<file path="src/rtl/corr_frame_rx_pkg.sv">
// Shared definitions for the correlator frame link: receiver states, trailer
// byte offsets and the frame-size formulas used by both transmit and receive sides.
package corr_frame_rx_pkg;

  typedef enum logic [1:0] {
    SYNC    = 2'd0,
    PAYLOAD = 2'd1,
    TRAILER = 2'd2
  } rx_state_t;

  localparam int TRL_LINE0       = 0;
  localparam int TRL_DELAY_LINES = 4;
  localparam int TRL_NUM_INPUTS  = 5;
  localparam int TRL_RESOLUTION  = 6;
  localparam int TRL_PAD         = 7;
  localparam int TRL_BYTES       = 8;

  function automatic int num_correlators(input int num_inputs);
    return num_inputs * (num_inputs - 1) / 2;
  endfunction

  function automatic int n_words(input int num_inputs, input int delay_lines);
    return num_correlators(num_inputs) * delay_lines + num_inputs;
  endfunction

  function automatic int frame_bytes(input int num_inputs, input int delay_lines,
                                     input int resolution);
    return n_words(num_inputs, delay_lines) * resolution / 8 + TRL_BYTES;
  endfunction

endpackage

</file>
<file path="src/rtl/corr_frame_rx_gap_timer.sv">
// Saturating idle-cycle counter; gap_hit marks the cycle that completes a gap,
// armed stays set from then until the receiver consumes it with take.
module corr_frame_rx_gap_timer #(
  parameter int GAP_CYCLES = 4096
) (
  input  logic clk,
  input  logic reset,
  input  logic rx_valid,
  input  logic take,
  output logic gap_hit,
  output logic armed
);

  localparam int CW = $clog2(GAP_CYCLES + 1);
  localparam logic [CW-1:0] SAT       = CW'(GAP_CYCLES);
  localparam logic [CW-1:0] LAST_IDLE = CW'(GAP_CYCLES - 1);

  logic [CW-1:0] idle_cnt;

  assign gap_hit = !rx_valid && (idle_cnt == LAST_IDLE);

  always_ff @(posedge clk) begin
    if (reset) begin
      idle_cnt <= '0;
      armed    <= 1'b0;
    end else begin
      if (rx_valid)
        idle_cnt <= '0;
      else if (idle_cnt != SAT)
        idle_cnt <= idle_cnt + 1'b1;

      if (gap_hit)
        armed <= 1'b1;
      else if (take)
        armed <= 1'b0;
    end
  end

endmodule

</file>
<file path="src/rtl/corr_frame_rx.sv">
// Reassembles little-endian counter words from a UART byte stream delimited by
// idle gaps, validates the 8-byte trailer and publishes its header fields.
module corr_frame_rx
  import corr_frame_rx_pkg::*;
#(
  parameter int RESOLUTION  = 8,
  parameter int MAX_DELAY   = 50,
  parameter int DELAY_LINES = MAX_DELAY | 1,
  parameter int NUM_INPUTS  = 8,
  parameter int GAP_CYCLES  = 4096
) (
  input  logic                  clk,
  input  logic                  reset,
  input  logic [7:0]            rx_data,
  input  logic                  rx_valid,
  output logic [RESOLUTION-1:0] cnt_data,
  output logic [15:0]           cnt_index,
  output logic                  cnt_valid,
  output logic [3:0]            active_line,
  output logic [7:0]            hdr_delay_lines,
  output logic [7:0]            hdr_num_inputs,
  output logic [7:0]            hdr_resolution,
  output logic                  frame_done,
  output logic                  frame_err
);

  localparam int          N_WORDS   = n_words(NUM_INPUTS, DELAY_LINES);
  localparam int          BPW       = RESOLUTION / 8;
  localparam logic        LAST_BYTE = 1'(BPW - 1);
  localparam logic [15:0] LAST_WORD = 16'(N_WORDS - 1);
  localparam logic [7:0]  DL8       = 8'(DELAY_LINES);
  localparam logic [7:0]  NI8       = 8'(NUM_INPUTS);
  localparam logic [7:0]  RES8      = 8'(RESOLUTION);

  rx_state_t             state, state_nxt;
  logic                  byte_cnt, byte_cnt_nxt;
  logic [15:0]           word_cnt, word_cnt_nxt;
  logic [RESOLUTION-1:0] word_acc, word_acc_nxt, acc_shift;
  logic [7:0][7:0]       trl, trl_nxt;
  logic [2:0]            tr_cnt, tr_cnt_nxt;
  logic                  trl_ok;
  logic                  take, gap_hit, armed;

  logic                  cnt_valid_nxt, frame_done_nxt, frame_err_nxt;
  logic [RESOLUTION-1:0] cnt_data_nxt;
  logic [15:0]           cnt_index_nxt;
  logic [3:0]            active_line_nxt;
  logic [7:0]            hdr_dl_nxt, hdr_ni_nxt, hdr_res_nxt;

  // The byte that follows an armed gap is already payload byte 0.
  assign take = (state == SYNC) && armed && rx_valid;

  // Bytes enter at the top, so after the last byte the LSB byte sits lowest.
  assign acc_shift = RESOLUTION'({rx_data, word_acc} >> 8);

  corr_frame_rx_gap_timer #(.GAP_CYCLES(GAP_CYCLES)) gap_timer (
    .clk      (clk),
    .reset    (reset),
    .rx_valid (rx_valid),
    .take     (take),
    .gap_hit  (gap_hit),
    .armed    (armed)
  );

  always_comb begin
    state_nxt       = state;
    byte_cnt_nxt    = byte_cnt;
    word_cnt_nxt    = word_cnt;
    word_acc_nxt    = word_acc;
    trl_nxt         = trl;
    tr_cnt_nxt      = tr_cnt;
    trl_ok          = 1'b0;
    cnt_valid_nxt   = 1'b0;
    cnt_data_nxt    = cnt_data;
    cnt_index_nxt   = cnt_index;
    frame_done_nxt  = 1'b0;
    frame_err_nxt   = 1'b0;
    active_line_nxt = active_line;
    hdr_dl_nxt      = hdr_delay_lines;
    hdr_ni_nxt      = hdr_num_inputs;
    hdr_res_nxt     = hdr_resolution;

    case (state)
      SYNC: begin
        if (take)
          state_nxt = PAYLOAD;
      end
      PAYLOAD, TRAILER: begin
        if (gap_hit) begin
          state_nxt     = SYNC;
          byte_cnt_nxt  = 1'b0;
          word_cnt_nxt  = '0;
          tr_cnt_nxt    = '0;
          frame_err_nxt = 1'b1;
        end
      end
      default: state_nxt = SYNC;
    endcase

    if (take || (state == PAYLOAD && rx_valid)) begin
      word_acc_nxt = acc_shift;
      if (byte_cnt == LAST_BYTE) begin
        byte_cnt_nxt  = 1'b0;
        cnt_valid_nxt = 1'b1;
        cnt_data_nxt  = acc_shift;
        cnt_index_nxt = word_cnt;
        if (word_cnt == LAST_WORD) begin
          word_cnt_nxt = '0;
          tr_cnt_nxt   = '0;
          state_nxt    = TRAILER;
        end else begin
          word_cnt_nxt = word_cnt + 16'd1;
        end
      end else begin
        byte_cnt_nxt = byte_cnt + 1'b1;
      end
    end

    if (state == TRAILER && rx_valid) begin
      trl_nxt[tr_cnt] = rx_data;
      tr_cnt_nxt      = tr_cnt + 3'd1;
      if (tr_cnt == 3'(TRL_BYTES - 1)) begin
        trl_ok = (trl_nxt[TRL_LINE0][7:4] == 4'd0) &&
                 (trl_nxt[TRL_LINE0 + 1] == 8'd0) &&
                 (trl_nxt[TRL_LINE0 + 2] == 8'd0) &&
                 (trl_nxt[TRL_LINE0 + 3] == 8'd0) &&
                 (trl_nxt[TRL_DELAY_LINES] == DL8) &&
                 (trl_nxt[TRL_NUM_INPUTS] == NI8) &&
                 (trl_nxt[TRL_RESOLUTION] == RES8) &&
                 (trl_nxt[TRL_PAD] == 8'd0);
        state_nxt  = SYNC;
        tr_cnt_nxt = '0;
        if (trl_ok) begin
          active_line_nxt = trl_nxt[TRL_LINE0][3:0];
          hdr_dl_nxt      = trl_nxt[TRL_DELAY_LINES];
          hdr_ni_nxt      = trl_nxt[TRL_NUM_INPUTS];
          hdr_res_nxt     = trl_nxt[TRL_RESOLUTION];
          frame_done_nxt  = 1'b1;
        end else begin
          frame_err_nxt = 1'b1;
        end
      end
    end
  end

  always_ff @(posedge clk) begin
    if (reset) begin
      state           <= SYNC;
      byte_cnt        <= 1'b0;
      word_cnt        <= '0;
      word_acc        <= '0;
      trl             <= '0;
      tr_cnt          <= '0;
      cnt_valid       <= 1'b0;
      cnt_data        <= '0;
      cnt_index       <= '0;
      frame_done      <= 1'b0;
      frame_err       <= 1'b0;
      active_line     <= '0;
      hdr_delay_lines <= '0;
      hdr_num_inputs  <= '0;
      hdr_resolution  <= '0;
    end else begin
      state           <= state_nxt;
      byte_cnt        <= byte_cnt_nxt;
      word_cnt        <= word_cnt_nxt;
      word_acc        <= word_acc_nxt;
      trl             <= trl_nxt;
      tr_cnt          <= tr_cnt_nxt;
      cnt_valid       <= cnt_valid_nxt;
      cnt_data        <= cnt_data_nxt;
      cnt_index       <= cnt_index_nxt;
      frame_done      <= frame_done_nxt;
      frame_err       <= frame_err_nxt;
      active_line     <= active_line_nxt;
      hdr_delay_lines <= hdr_dl_nxt;
      hdr_num_inputs  <= hdr_ni_nxt;
      hdr_resolution  <= hdr_res_nxt;
    end
  end

endmodule

</file>
<file path="config.mk">
export PLATFORM = sky130hd
export DESIGN_NAME = corr_frame_rx
export DESIGN_NICKNAME = d
export VERILOG_FILES = /design/src/rtl/corr_frame_rx_pkg.sv /design/src/rtl/corr_frame_rx_gap_timer.sv /design/src/rtl/corr_frame_rx.sv
export SDC_FILE = /design/constraint.sdc
export NUM_CORES = 1
export LEC_CHECK = 0
export BUFFER_PORTS_ARGS = -buffer_cell sky130_fd_sc_hd__buf_2
export CORE_MARGIN = 2
export CORE_UTILIZATION = 45
export CTS_BUF_LIST = sky130_fd_sc_hd__clkbuf_16
export DETAILED_ROUTE_END_ITERATION = 6
export GPL_ROUTABILITY_DRIVEN = 0
export PLACE_DENSITY_LB_ADDON = 0.1
export SLEW_MARGIN = 25
export SYNTH_ARGS = -nofsm -noshare
export SYNTH_HDL_FRONTEND = slang
export SYNTH_HIERARCHICAL = 1
export SYNTH_SLANG_ARGS = --single-unit
</file>
<file path="constraint.sdc">
create_clock -name clk -period 2.8 [get_ports clk]
set_clock_uncertainty 0.2 [all_clocks]
set_input_delay 0.56 -clock clk [delete_from_list [all_inputs] [get_ports clk]]
set_output_delay 0.56 -clock clk [all_outputs]
set_load 0.02 [all_outputs]
</file>
==> qor.yml <==
antenna_found_initial: 0
post-route-period-util_pct: 97.4
finalPower_mw: 4.62
slowest_stage: "or4_4"
synth_top_area_share_pct: 45.2
viasPerCell: 5.74
ys_ff_latch: 154
yosys.area.top_type: "dfxtp_1"
crit_type: "register to register"
postRouteAntennaNets: 0
ys_warn_count: 6
multi_input_area_sq_um: 3660
routed_wirelength_microns: 18800
min_period_ps: 2730
setup_tns_ps: 0
fill_cells: 1359
min_path_type: "register to register"
cp_max_fo: 13
ys.flop_type: "dfxtp_1"
cp_cell_sequence: "buf_6 -> or3b_4 -> buf_6 -> o32ai_4 -> nand3_2 -> or4_4 -> nor4_4 -> nor3_1"
pwr_density_cell_nw_per_um2: 552
dieArea_sq_um: 16200
post-place-ws_ps: -111
core_area_sq_um: 15000
clk_pin_slew_ps: 70
cp.arrival_ps: 2820
syn-num-nets: 879
finalSetupViolations: 0
worst_slack_ps: 71.9
worstSetupEndpointType: "register"
vdd_drop_max_v: 0.000438
drtIter0Drc: 559
leakagePower_nw: 3.15
outcome: "complete, no violations"
critPathLaunchType: "register"
synth.distinct_cells: 71
port-buffer-count: 65
die_x_microns: 127
synth_commonest_cells: "nand2_1, dfxtp_1, a21oi_1"
cp.required_ps: 2890
cts.htree.levels: 4
antenna_cells: 0
clock_latency_ps: 430
wire_per_inst_microns: 16.5
drcViolationCount: 0
grt_pass1_wl_microns: 30100
synth_area_leaders: "dfxtp_1, nand2_1, a21oi_1, o21ai_0, nor2_1"
drv_slew: 0
yosysSeqAreaShare_pct: 45.2
seq_area_sq_um: 3090
rsz0062_at_grt: "true"
synth_edf_count: 0
rows: 45
final-hold-violation-count: 0
track_usage_pct: 23.3
path_common_cell: "buf_6"
hpwl_microns: 12800
num_vias: 6517
syn_inst: 859
cts_root_buffer: "clkbuf_16"
clock_path_buffers: 2
fin_util_pct: 55.7
cts_sinks: 154
start_util_pct: 45.4
syn_avg_cell_area_sq_um: 7.95
ioPinCount: 66
grt_pass1_vias: 6016
cts_buffers: 17
slew_headroom_pct: 60.6
worstMarginPinSlew_ps: 592
nNetsFinal: 955
yosysMostFrequentCell: "nand2_1"
slowest_delay_ps: 620
fp.dieH_microns: 127
drive_gt1_share_pct: 21.6
ys_async_sr_fraction_pct: 0
drv_cap: 0
synthesis.area_sq_um: 6830
grt_overflow: 0
grt_max_degree: 48
first_pass_iters: 5
cts_tree: "yes"
area_growth_pct: 22.7
fmax_ghz: 0.367
==> where the power goes <==
| part | total [mW] | leakage, nW | internal (mW) | switching [mW] |
|---|---|---|---|---|
| logic | 0.136 | 1.61 | 0.0380 | 0.0981 |
| clock network | 2.29 | 0.292 | 1.20 | 1.09 |
| registers | 2.19 | 1.24 | 2.19 | 0.00200 |
| total | 4.62 | 3.15 | 3.43 | 1.19 |
==> through the flow <==
| step | area [sq um] | std cells | hold slack, ps |
|---|---|---|---|
| floorplan | 6830 | 859 | 208 |
| CTS | 8140 | 1133 | 231 |
| global route | 8380 | 1136 | 238 |
| detailed placement | 7500 | 1100 | 235 |
| finish | 8380 | 1136 | 248 |
| global placement | 7500 | 1100 | 231 |
==> what timing repair did <==
item | CTS | global route
gates resized for setup | 9 | 41
setup buffers | 1 | 2
hold buffers | 0 | 0
setup endpoints to repair | 29 | 30
pin swaps | 4 | 20
cloned | 0 | 1
==> state kept, by name, summed over array words and instances (netlist names) <==
register            flops
tr_cnt                  3
gap_timer/idle_cnt     13
hdr_num_inputs          8
hdr_delay_lines         8
cnt_valid               1
active_line             4
trl                    64
frame_done              1
frame_err               1
word_cnt               16
cnt_index              16
cnt_data                8
state                   2
hdr_resolution          8
gap_timer/armed         1
==> cell type report <==
| class | count | area share (%) |
|---|---|---|
| Tap cell | 188 | 2.81 |
| Clock inverter | 15 | 1.96 |
| Multi-Input combinational cell | 630 | 43.7 |
| Timing Repair Buffer | 115 | 8.85 |
| Clock buffer | 17 | 5.08 |
| Sequential cell | 154 | 36.9 |
| Inverter | 17 | 0.761 |
==> cell families (layout without fill, tap and decap cells) <==
kind of cell,count (synthesis),count (layout),share of synthesized area [%]
flops,154,154,45.2
simple gates,376,376,27.5
buf+inv,76,164,4.71
mux,5,5,0.825
fa+ha+maj,9,9,1.65
compound gates,237,238,20.0
xor+xnor,2,2,0.257
==> worst max-delay path, delay by kind of cell, from the launching register on <==
kind / cells / cell delay [ps]
buf+inv: 2 / 300
flops: 1 / 350
compound gates: 1 / 200
simple gates: 5 / 1530
==> placed cells by master, fill, tap and decap left out, types with 6 or more instances in the layout <==
cell type	n
a31oi_1	9
buf_6	7
inv_8	7
nand3_1	10
buf_4	43
nor4_4	6
nor4_1	9
nor2b_1	7
nor3_1	16
dfxtp_1	151
o21ai_0	52
inv_1	17
clkbuf_16	17
ha_1	9
buf_2	64
and2_1	12
nand2_1	189
a311oi_1	7
nor2_1	46
or3_1	11
a21oi_1	128
and2_4	9
==> final timing paths <==
path | startpoint | cells past startpoint | to | slack (ps)
setup reg to reg | tr_cnt[2] | 8 | active_line[2] | 70
hold reg to reg | hdr_delay_lines[1] | 2 | hdr_delay_lines[1] | 250
setup / recovery | tr_cnt[2] | 8 | active_line[2] | 70
hold / removal | hdr_delay_lines[1] | 2 | hdr_delay_lines[1] | 250
==> per-layer routing <==
metal  global-route usage [%]  wire length (microns)  vias to the layer above
met5                        0                      0                        -
met4                     10.0                    513                        0
met3                     5.74                   1140                       49
met2                     36.0                   8500                      213
met1                     31.1                   8630                     3082
li1                         -                      -                     3173
Note: power is estimated with default switching activity, not from simulation.
